==> src/rtl/reg_bus_pkg.sv <==
// reg_bus_pkg: shared types and constants
// for the register-bus fabric.
package reg_bus_pkg;

  typedef enum logic {
    RD_IDLE = 1'b0,
    RD_WAIT = 1'b1
  } rdState_e;

  localparam logic [15:0] ERR_DATA_DEF = 16'hDEAD;
  localparam logic [15:0] RSV_ADDR     = 16'hFFFF;

  localparam int ERR_TMO = 0;
  localparam int ERR_UNM = 1;
  localparam int ERR_OVR = 2;

endpackage

==> src/rtl/por_stretch.sv <==
// por_stretch: holds the downstream reset for
// RST_CYCLES clocks after reset_i is released.
module por_stretch #(
  parameter logic [23:0] RST_CYCLES = 24'hFFFFFF
) (
  input  logic clk_i,
  input  logic reset_i,
  output logic sysReset
);

  logic [23:0] cnt;

  // saturating release counter; reset drops on the saturating edge
  always_ff @(posedge clk_i or posedge reset_i) begin
    if (reset_i) begin
      cnt      <= '0;
      sysReset <= 1'b1;
    end else if (cnt != RST_CYCLES) begin
      cnt      <= cnt + 24'd1;
      sysReset <= (cnt != RST_CYCLES - 24'd1);
    end else begin
      sysReset <= 1'b0;
    end
  end

endmodule

==> src/rtl/reg_bus_fabric.sv <==
// reg_bus_fabric: host-to-slave register bus with
// window decode, read ack/timeout FSM and error flags.
module reg_bus_fabric
  import reg_bus_pkg::*;
#(
  parameter int NUM_SLV = 4,
  parameter int AW = 16,
  parameter int DW = 16,
  parameter logic [NUM_SLV*AW-1:0] SLV_BASE =
    {16'h0200, 16'h0200, 16'h0100, 16'h0000},
  parameter logic [NUM_SLV*AW-1:0] SLV_MASK =
    {16'hFE00, 16'hFF00, 16'hFF00, 16'hFF00},
  parameter int RD_TIMEOUT = 16,
  parameter logic [23:0] RST_CYCLES = 24'hFFFFFF,
  parameter logic [DW-1:0] ERR_DATA = ERR_DATA_DEF
) (
  input  logic                  clk_i,
  input  logic                  reset_i,
  output logic                  sys_reset_o,
  input  logic                  set_wr_en,
  input  logic [AW-1:0]         set_wr_addr,
  input  logic [DW-1:0]         set_wr_data,
  input  logic                  set_rd_en,
  input  logic [AW-1:0]         set_rd_addr,
  output logic [DW-1:0]         set_rd_data,
  output logic                  set_rd_vld,
  output logic [NUM_SLV-1:0]    slv_wr_en,
  output logic [NUM_SLV-1:0]    slv_rd_en,
  output logic [AW-1:0]         slv_addr,
  output logic [DW-1:0]         slv_wr_data,
  input  logic [NUM_SLV*DW-1:0] slv_rd_data,
  input  logic [NUM_SLV-1:0]    slv_rd_ack,
  output logic [2:0]            err_flags
);

  localparam int SW = (NUM_SLV > 1) ? $clog2(NUM_SLV) : 1;
  localparam int TW = $clog2(RD_TIMEOUT + 1);

  logic sysReset, act, wrEn, rdEn;
  logic wrRsv, rdRsv, launch;
  logic [NUM_SLV-1:0] wrHit, rdHit;
  rdState_e state, stateN;
  logic [TW-1:0] timer, timerN;
  logic [SW-1:0] sel, selN, lowSel;
  logic [NUM_SLV-1:0] slvWrEnQ, slvRdEnQ, slvRdEnN;
  logic [AW-1:0] slvAddrQ, rdAddrQ;
  logic [DW-1:0] slvWrDataQ, rdDataQ, rdDataN, selData;
  logic rdVldQ, rdVldN, selAck;
  logic [2:0] errQ, errSet;

  por_stretch #(.RST_CYCLES(RST_CYCLES)) uPor (
    .clk_i    (clk_i),
    .reset_i  (reset_i),
    .sysReset (sysReset)
  );

  assign sys_reset_o = sysReset;
  assign act  = ~sysReset;
  assign wrEn = set_wr_en & act;
  assign rdEn = set_rd_en & act;
  assign wrRsv = (set_wr_addr == AW'(RSV_ADDR));
  assign rdRsv = (set_rd_addr == AW'(RSV_ADDR));

  for (genvar i = 0; i < NUM_SLV; i++) begin : gDec
    assign wrHit[i] = ~wrRsv &
      ((set_wr_addr & SLV_MASK[i*AW +: AW]) == SLV_BASE[i*AW +: AW]);
    assign rdHit[i] = ~rdRsv &
      ((set_rd_addr & SLV_MASK[i*AW +: AW]) == SLV_BASE[i*AW +: AW]);
  end

  // lowest-index read hit and selected-slave response mux
  always_comb begin
    lowSel  = '0;
    selData = '0;
    selAck  = 1'b0;
    for (int i = NUM_SLV - 1; i >= 0; i--) begin
      if (rdHit[i]) lowSel = SW'(i);
    end
    for (int i = 0; i < NUM_SLV; i++) begin
      if (sel == SW'(i)) begin
        selAck  = slv_rd_ack[i];
        selData = slv_rd_data[i*DW +: DW];
      end
    end
  end

  // read FSM next state, response and error-flag events
  always_comb begin
    stateN   = state;
    timerN   = timer;
    selN     = sel;
    rdVldN   = 1'b0;
    rdDataN  = rdDataQ;
    slvRdEnN = '0;
    launch   = 1'b0;
    errSet   = '0;
    if (wrEn && !wrRsv && wrHit == '0) errSet[ERR_UNM] = 1'b1;
    unique case (state)
      RD_IDLE: begin
        if (rdEn) begin
          if (rdRsv) begin
            rdVldN  = 1'b1;
            rdDataN = {{(DW-3){1'b0}}, errQ};
          end else if (|rdHit) begin
            launch           = 1'b1;
            slvRdEnN[lowSel] = 1'b1;
            selN             = lowSel;
            timerN           = '0;
            stateN           = RD_WAIT;
          end else begin
            rdVldN          = 1'b1;
            rdDataN         = ERR_DATA;
            errSet[ERR_UNM] = 1'b1;
          end
        end
      end
      RD_WAIT: begin
        if (rdEn) errSet[ERR_OVR] = 1'b1;
        if (selAck) begin
          rdVldN  = 1'b1;
          rdDataN = selData;
          stateN  = RD_IDLE;
        end else if (timer == TW'(RD_TIMEOUT - 1)) begin
          rdVldN          = 1'b1;
          rdDataN         = ERR_DATA;
          errSet[ERR_TMO] = 1'b1;
          stateN          = RD_IDLE;
        end else begin
          timerN = timer + 1'b1;
        end
      end
      default: stateN = RD_IDLE;
    endcase
  end

  // read FSM registers, response and sticky error flags
  always_ff @(posedge clk_i or posedge reset_i) begin
    if (reset_i) begin
      state    <= RD_IDLE;
      timer    <= '0;
      sel      <= '0;
      rdVldQ   <= 1'b0;
      rdDataQ  <= '0;
      slvRdEnQ <= '0;
      rdAddrQ  <= '0;
      errQ     <= '0;
    end else begin
      state    <= stateN;
      timer    <= timerN;
      sel      <= selN;
      rdVldQ   <= rdVldN;
      rdDataQ  <= rdDataN;
      slvRdEnQ <= slvRdEnN;
      if (launch) rdAddrQ <= set_rd_addr;
      errQ <= ((wrEn && wrRsv) ? 3'b000 : errQ) | errSet;
    end
  end

  // write strobes and shared address/data; a write owns slv_addr
  always_ff @(posedge clk_i or posedge reset_i) begin
    if (reset_i) begin
      slvWrEnQ   <= '0;
      slvWrDataQ <= '0;
      slvAddrQ   <= '0;
    end else begin
      slvWrEnQ <= wrEn ? wrHit : '0;
      if (wrEn) slvWrDataQ <= set_wr_data;
      if (wrEn) slvAddrQ <= set_wr_addr;
      else if (launch) slvAddrQ <= set_rd_addr;
      else if (state == RD_WAIT) slvAddrQ <= rdAddrQ;
    end
  end

  assign slv_wr_en   = act ? slvWrEnQ : '0;
  assign slv_rd_en   = act ? slvRdEnQ : '0;
  assign slv_addr    = act ? slvAddrQ : '0;
  assign slv_wr_data = act ? slvWrDataQ : '0;
  assign set_rd_vld  = rdVldQ & act;
  assign set_rd_data = rdDataQ;
  assign err_flags   = errQ;

endmodule

==> config.mk <==
export PLATFORM = sky130hd
export DESIGN_NAME = reg_bus_fabric
export DESIGN_NICKNAME = d
export VERILOG_FILES = /design/src/rtl/reg_bus_pkg.sv /design/src/rtl/por_stretch.sv /design/src/rtl/reg_bus_fabric.sv
export SDC_FILE = /design/constraint.sdc
export NUM_CORES = 1
export LEC_CHECK = 0
export CAP_MARGIN = 15
export CORE_UTILIZATION = 42
export CTS_CLUSTER_SIZE = 12
export DETAILED_ROUTE_END_ITERATION = 8
export PLACE_DENSITY_LB_ADDON = 0.3
export SLEW_MARGIN = 40
export SYNTH_ARGS = -nofsm -noshare
export SYNTH_HDL_FRONTEND = slang
export SYNTH_SLANG_ARGS = --single-unit
==> constraint.sdc <==
create_clock -name clk_i -period 3.8 [get_ports clk_i]
set_input_delay 0.76 -clock clk_i [delete_from_list [all_inputs] [get_ports clk_i]]
set_output_delay 0.76 -clock clk_i [all_outputs]
set_load 0.01 [all_outputs]
==> metrics.md, run 1 <==
| Metric | Value |
|---|---|
| Dpl ws | `just under 0.7 ns` |
| DR DRC count | `0` |
| Clock transition at path regs | `0.07 ns` |
| Async set or reset register ratio after synthesis | `1.00` |
| Comb pwr share | `0.098` |
| Clock Sinks | `109` |
| Routed WL | `roughly 15,000 um` |
| Yosys warns | `0` |
| DR WL/cell | `between 15 and 20 um` |
| Initial antenna violation count | `0` |
| Synth cell count leaders | `114 x nand2_1, 108 x dfrtp_1, 53 x nor2b_1, 23 x nor2_1, 21 x inv_1` |
| Pwr/cell area | `307 mW/mm2` |
| Starting density of the core | `0.437` |
| Routed Antenna Nets | `0` |
| Top_reg_cell synth | `dfrtp_1` |
| Port bufs | `between 150 and 200` |
| Vias/cell | `between 5 and 6` |
| Final instance area | `0.00791 mm2` |
| Post-Layout Cell Count | `between 900 and 1,000` |
| Area of the multi-input gates | `roughly 0.0027 mm2` |
| Post-route setup slack | `0.830 ns` |
| Slew Viols, Final | `0` |
| Setup_tns | `0 ns` |
| Final setup violation count | `0` |
| Crit path buffers/inverters | `2` |
| Max cap viols | `0` |
| Initial drt markers | `300` |
| Worst EP required | `roughly 3 ns` |
| I/O Pins | `roughly 180` |
| Share of cells above drive strength 1 | `0.0751` |
| Worst slew margin | `0.430` |
| Hold buffer count at CTS | `0` |
| Fmax | `about 340 MHz` |
| Routed via count | `roughly 4,900` |
| CP top delay family | `flip-flops` |
| DR pass1 iterations | `4` |
| Switch share | `0.216` |
| WHS | `0.475 ns` |
| GRT overflow | `0` |
| Largest net degree at the start of global routing | `62` |
| Syn_area_per_cell | `roughly 10 um2` |
| CTS tree | `done` |
| Top cells by area, synth | `dfrtp_1 48%, nand2_1 7.6%, mux4_2 6.8%` |
| Sw Pwr | `between 0.0005 and 0.0006 W` |
| RSZ-0062 raised after global routing | `no` |
| Post_cts resized | `0` |
| Placed wire-length estimate | `approximately 11,000 um` |
| GR Util All Layers | `0.224` |
| Internal Power | `0.00190 W` |
| Die Width | `118 um` |
| Sequential area share after synthesis | `0.487` |
| H-tree Lvls | `3` |
| Core Rows | `41` |
| FF+latch count, synth | `~110` |
| Mapped Cells | `560` |
| Clock latency at the later pin of the worst-skew pair | `0.34 ns` |
| Cells after DPL | `approximately 890` |
| Post-synthesis net count | `roughly 700` |
| Worst-margin pin slew | `0.855 ns` |
| RePlAce Congestion | `about 0.84` |
| Hold crit path type | `reg2reg` |
| Clock Tree Buf Depth | `2` |
| Top-count cell post-synth | `nand2_1` |
| Vias in the first global route | `4,897` |
| Root Driver | `clkbuf_16` |
| Area growth from synthesis to layout | `41.0%` |
| Synth area leader | `dfrtp_1` |
| Status | `complete, no violations` |
| Fill count | `1,074` |
| CP Launch Type | `register` |
| Clock Skews | `around 0.0069 ns` |
| Crit path time final | `around 3.0 ns` |
| Post-synth EDFFs | `0` |
| Critical Path AT | `roughly 2.2 ns` |
| Synthesized area | `around 0.0056 mm2` |
| Share of Yosys cell area claimed by the top area cell type | `0.482` |
| Kind of critical path | `reg2out` |
| Die area | `0.0138 mm2` |
| Placement Cell Area | `approximately 0.0076 mm2` |
| Core area | `~0.013 mm2` |
| Reg power frac | `0.497` |
| # diodes | `0` |
| Post-synthesis cell type count | `between 50 and 60` |
| Register cell area after layout | `roughly 0.0027 mm2` |
| Crit path capture type | `output pin` |
| LEAKAGE | `roughly 3.4 nW` |
| Final Hold Violating Endpoints | `0` |
| Critical-path top delay cell | `dfstp_2` |
| VDD IR max | `0.192 mV` |
| Clock power frac | `0.404` |
| CTS Buf Count | `9` |
| Post-layout nets | `about 850` |
| # Post-CTS Setup Buffers | `0` |
| Cell breakdown of the critical path | `buf_4, nor2b_1, clkdlybuf4s50_1` |
| Max incr delay on CP | `between 0.8 and 0.9 ns` |
| Period utilization | `0.782` |
| First-pass GRT wire length | `between 20,000 and 25,000 um` |
| Chip height | `118 um` |
| Critical-path maximum fanout | `24` |
-- stage by stage --
stage / total power (W) / utilization
4_1_cts: 0.00245 / 0.616
6_report: 0.00243 / 0.617
3_3_place_gp: 0.00146 / 0.590
2_1_floorplan: 0.00130 / -
5_1_grt: 0.00252 / 0.617
3_5_place_dp: 0.00147 / 0.591
-- worst min-delay path: stages, from the launching register on --
cell and delay, ns:
dfrtp_1 0.34, nand2_1 0.05, nand2_1 0.06
-- kinds of logic after synthesis --
logic type               after synthesis  share of synthesized area
buffers and inverters                 53                     0.0393
XOR/XNOR                              20                     0.0312
AO/OA/AOI/OAI                         72                     0.0961
adder cells (fa/ha/maj)                4                    0.00892
flip-flops                           109                      0.487
AND/OR/NAND/NOR                      267                      0.237
multiplexers                          35                      0.101
-- worst paths after layout --
path / startpoint / endpoint / slack [ns] / depth (start not counted)
min reg2reg: slvWrDataQ[10] / slvWrDataQ[10] / 0.48 / 2
max: uPor.sysReset / slv_addr[9] / 0.83 / 3
max in group asynchronous: reset_i / set_rd_data[9] / 2.22 / 3
max reg2reg: uPor.sysReset / slvAddrQ[15] / 1.17 / 5
min: slvWrDataQ[10] / slvWrDataQ[10] / 0.48 / 2
min in group asynchronous: reset_i / slvAddrQ[4] / 0.83 / 2
-- cells in the final DEF (no fill, tap or decap), types with 3 or more instances in the layout --
cell type	count
nand4_1	13
dfrtp_1	107
o31ai_1	16
nor3_1	3
inv_1	20
and3_1	8
xor2_1	12
ha_1	4
nor2_1	23
a22o_1	5
mux4_2	17
a211oi_1	12
nand2_1	114
nor2b_1	52
or4_1	3
and4_1	3
nor4_1	11
clkdlybuf4s50_1	180
and2_1	13
nand3_1	13
mux2i_1	16
buf_4	7
xnor2_1	8
a21oi_1	9
clkbuf_16	9
inv_6	3
o22ai_1	11
-- metal layers --
metal  global-route usage  up-vias  routed length (um)
met5                    0        -                   0
met4               0.0897        0                 443
met3               0.0509       26                 741
met2                0.375      160                7280
met1                0.282     2391                6560
li1                     -     2286                   -
-- power groups by stage --
| stage | logic [W] | clock network [W] | registers, W |
|---|---|---|---|
| 2_1_floorplan | 0.0000795 | 0 | 0.00123 |
| 3_3_place_gp | 0.000235 | 0 | 0.00123 |
| 3_5_place_dp | 0.000241 | 0 | 0.00123 |
| 4_1_cts | 0.000242 | 0.00100 | 0.00121 |
| 5_1_grt | 0.000261 | 0.00105 | 0.00121 |
| 6_report | 0.000239 | 0.000982 | 0.00121 |
-- final cells by class --
class | instances | area share
Clock buffer | 11 | 0.0320
Clock inverter | 5 | 0.00823
Inverter | 21 | 0.0103
Multi-Input combinational cell | 398 | 0.340
Sequential cell | 109 | 0.346
Tap cell | 172 | 0.0272
Timing Repair Buffer | 188 | 0.237
-- registers in the layout, indices dropped and copies added, names as in the netlist --
signal	flops
uPor.cnt	24
rdAddrQ	16
set_rd_data	16
slvAddrQ	16
slvWrDataQ	16
timer	5
slvRdEnQ	4
slvWrEnQ	4
err_flags	3
sel	2
rdVldQ	1
state	1
uPor.sysReset	1
No activity file was read; power rests on OpenSTA's default activity.
==> inputs of run 2 (changes only) <==
--- a/config.mk
+++ b/config.mk
@@ -6,7 +6,7 @@
 export NUM_CORES = 1
 export LEC_CHECK = 0
 export CAP_MARGIN = 15
-export CORE_UTILIZATION = 42
+export CORE_UTILIZATION = 47
 export CTS_CLUSTER_SIZE = 12
 export DETAILED_ROUTE_END_ITERATION = 8
 export PLACE_DENSITY_LB_ADDON = 0.3
==> constraint.sdc (replaced) <==
create_clock -name clk_i -period 2.8 [get_ports clk_i]
set_input_delay 0.56 -clock clk_i [delete_from_list [all_inputs] [get_ports clk_i]]
set_output_delay 0.56 -clock clk_i [all_outputs]
set_load 0.01 [all_outputs]
==> run 2 against run 1 <==
  * The run now ends with design-rule violations left
  * Via count grew 0.95%
  * First-iteration DRC count grew 17%
  * Clock power grew 20%
  * Die area shrank 10%
  * Final cell count shrank 2.4%
  * Total power grew 30%
  * Combinational power grew 38%
  * Critical path depth is the same
  * Worst setup slack lost 0.49 ns
  * Non-clock buffer count grew 7
  * Worst hold slack lost 0.0075 ns
  * Core utilization grew 6.8 points
==> metrics.md, run 2 (synthesis gave the netlist of run 1 again) <==
| Metric | Value |
|---|---|
| H-tree Lvls | `3 (unchanged)` |
| Most common cell after layout, fill and taps aside | `clkdlybuf4s50_1 (unchanged)` |
| Final instance area | `0.00789 mm2 (was 0.00791 mm2)` |
| CP Launch Type | `register (unchanged)` |
| Clock Tree Buf Depth | `2 (unchanged)` |
| Vias in the first global route | `5,060 (was 4,897)` |
| Routed WL | `15,800 um (was 15,000 um)` |
| Pwr/cell area | `399 mW/mm2 (was 307 mW/mm2)` |
| Vias/cell | `5.57 (was 5.38)` |
| Fmax | `~410 MHz` |
| RePlAce Congestion | `0.822 (was 0.840)` |
| VDD IR max | `0.402 mV (was 0.192 mV)` |
| # diodes | `0 (unchanged)` |
| Routed via count | `4,909 (was 4,863)` |
| Worst-margin pin slew | `0.817 ns (was 0.855 ns)` |
| Cells after DPL | `866 (was 888)` |
| DR DRC count | `24 (was 0)` |
| # Post-CTS Setup Buffers | `0 (unchanged)` |
| Placed wire-length estimate | `11,900 um (was 11,100 um)` |
| Post-Layout Cell Count | `882 (was 904)` |
| Core area | `0.0115 mm2 (was 0.0128 mm2)` |
| Clock transition at path regs | `0.07 ns (about the same)` |
| Largest register FFs | `24 (unchanged)` |
| GR Util All Layers | `0.266 (was 0.224)` |
| Hold buffer count at CTS | `0 (unchanged)` |
| Initial antenna violation count | `1 (was 0)` |
| Port bufs | `180 (unchanged)` |
| CTS Buf Count | `9 (unchanged)` |
| Post-layout nets | `858 (was 851)` |
| Clock Sinks | `109 (unchanged)` |
| I/O Pins | `181 (unchanged)` |
| Clock latency at the later pin of the worst-skew pair | `0.34 ns (about the same)` |
| Largest net degree at the start of global routing | `110 (was 62)` |
| DR WL/cell | `17.9 um (was 16.6 um)` |
| Final Hold Violating Endpoints | `0 (unchanged)` |
| GRT overflow | `0 (unchanged)` |
| Core Rows | `39 (was 41)` |
| Crit path time final | `about 2.5 ns` |
| Share of cells above drive strength 1 | `0.0771 (was 0.0751)` |
| Routed Antenna Nets | `0 (unchanged)` |
| Post_cts resized | `0 (unchanged)` |
| Starting density of the core | `0.487 (was 0.437)` |
| RSZ-0062 raised after global routing | `no (unchanged)` |
| Placement Cell Area | `0.00762 mm2 (was 0.00758 mm2)` |
| Critical-path maximum fanout | `33 (was 24)` |
| Initial drt markers | `350 (was 300)` |
| LEAKAGE | `3.39 nW (was 3.38 nW)` |
| Clock Skews | `0.00475 ns (was 0.00691 ns)` |
| Max cap viols | `0 (unchanged)` |
| First-pass GRT wire length | `25,700 um (was 24,700 um)` |
| Status | `finished, violations left (was complete, no violations)` |
| DR pass1 iterations | `7 (was 4)` |
| Failing checks | `design-rule violations` |
| CTS tree | `done (unchanged)` |
| Most frequent cells in the layout | `180 x clkdlybuf4s50_1, 114 x nand2_1, 108 x dfrtp_1 (was 180 x clkdlybuf4s50_1, 114 x nand2_1, 107 x dfrtp_1)` |
| Chip height | `111 um (was 118 um)` |
| Root Driver | `clkbuf_16 (unchanged)` |
| Fill count | `906 (was 1,074)` |
| Die area | `0.0124 mm2 (was 0.0138 mm2)` |
| Largest register by flop count | `uPor.cnt (unchanged)` |
| Crit path capture type | `output pin (unchanged)` |
| Die Width | `111 um (was 118 um)` |
| Kind of critical path | `reg2out (unchanged)` |
| Hold crit path type | `reg2reg (unchanged)` |
| Worst slew margin | `0.451 (was 0.430)` |
| Slew Viols, Final | `0 (unchanged)` |
| Area growth from synthesis to layout | `40.6% (was 41.0%)` |
| Period utilization | `0.880` |
| Critical Path AT | `1.90 ns (was 2.21 ns)` |
| Worst EP required | `2.24 ns (was 3.04 ns)` |
| Final setup violation count | `0 (unchanged)` |
| Setup_tns | `0 ns (unchanged)` |
## run 2: cell count changes in the layout (fill, tap and decap cells not counted), moves of 2 or more
cell	previous run	this run
clkinv_2	0	2
clkbuf_1	0	2
buf_12	1	3
clkinvlp_4	0	3
inv_6	3	0
buf_4	7	12
## run 2: worst paths after layout
kind / startpoint / end / slack [ns] / depth (start not counted)
hold / removal: slvWrDataQ[8] / slvWrDataQ[8] / 0.47 / 2
setup / recovery: uPor.sysReset / slv_addr[7] / 0.34 / 3
max in group asynchronous: reset_i / uPor.cnt[11] / 1.62 / 3
setup reg to reg: timer[0] / set_rd_data[15] / 0.55 / 8
min in group asynchronous: reset_i / uPor.cnt[20] / 0.68 / 3
hold reg to reg: slvWrDataQ[8] / slvWrDataQ[8] / 0.47 / 2
## run 2: cell type report
class,count,area (um2),share of cell area
clock inverter,4,25.0,0.00317
inverter,21,82.6,0.0105
multi-input combinational,398,2680,0.339
clock buffer,12,246,0.0312
sequential,109,2730,0.346
timing repair buffer,195,1950,0.247
tap,143,179,0.0227
## run 2: per-layer routing
metal / up-vias / GRT usage / wire length, um / share of wire
li1: 2299 / - / - / -
met1: 2416 / 0.347 / 6560 / 0.41
met2: 165 / 0.445 / 8080 / 0.51
met3: 27 / 0.0563 / 927 / 0.059
met4: 2 / 0.0820 / 242 / 0.015
met5: - / 0 / 12 / 0.00076
## run 2: per-stage QoR
step	power [W]	setup slack, ns	hold WS [ns]	utilization
CTS	0.00316	0.313	0.471	0.685
detailed placement	0.00200	0.152	0.455	0.661
floorplan	0.00177	0.810	0.438	-
global route	0.00325	0.264	0.498	0.685
finish	0.00315	0.336	0.468	0.685
global placement	0.00199	0.207	0.449	0.661
## run 2: report_power, final
| group | switching (W) | leakage, nW | total [W] | internal, W |
|---|---|---|---|---|
| clock | 0.000551 | 0.129 | 0.00118 | 0.000626 |
| sequential | 0.0000222 | 1.37 | 0.00164 | 0.00162 |
| combinational | 0.000115 | 1.89 | 0.000331 | 0.000216 |
| total | 0.000688 | 3.39 | 0.00315 | 0.00246 |
## run 2: critical path: stages (launching register included)
cell and delay (ns):
dfstp_2 0.71, buf_12 0.24, nor2b_1 0.07, clkdlybuf4s50_1 0.53
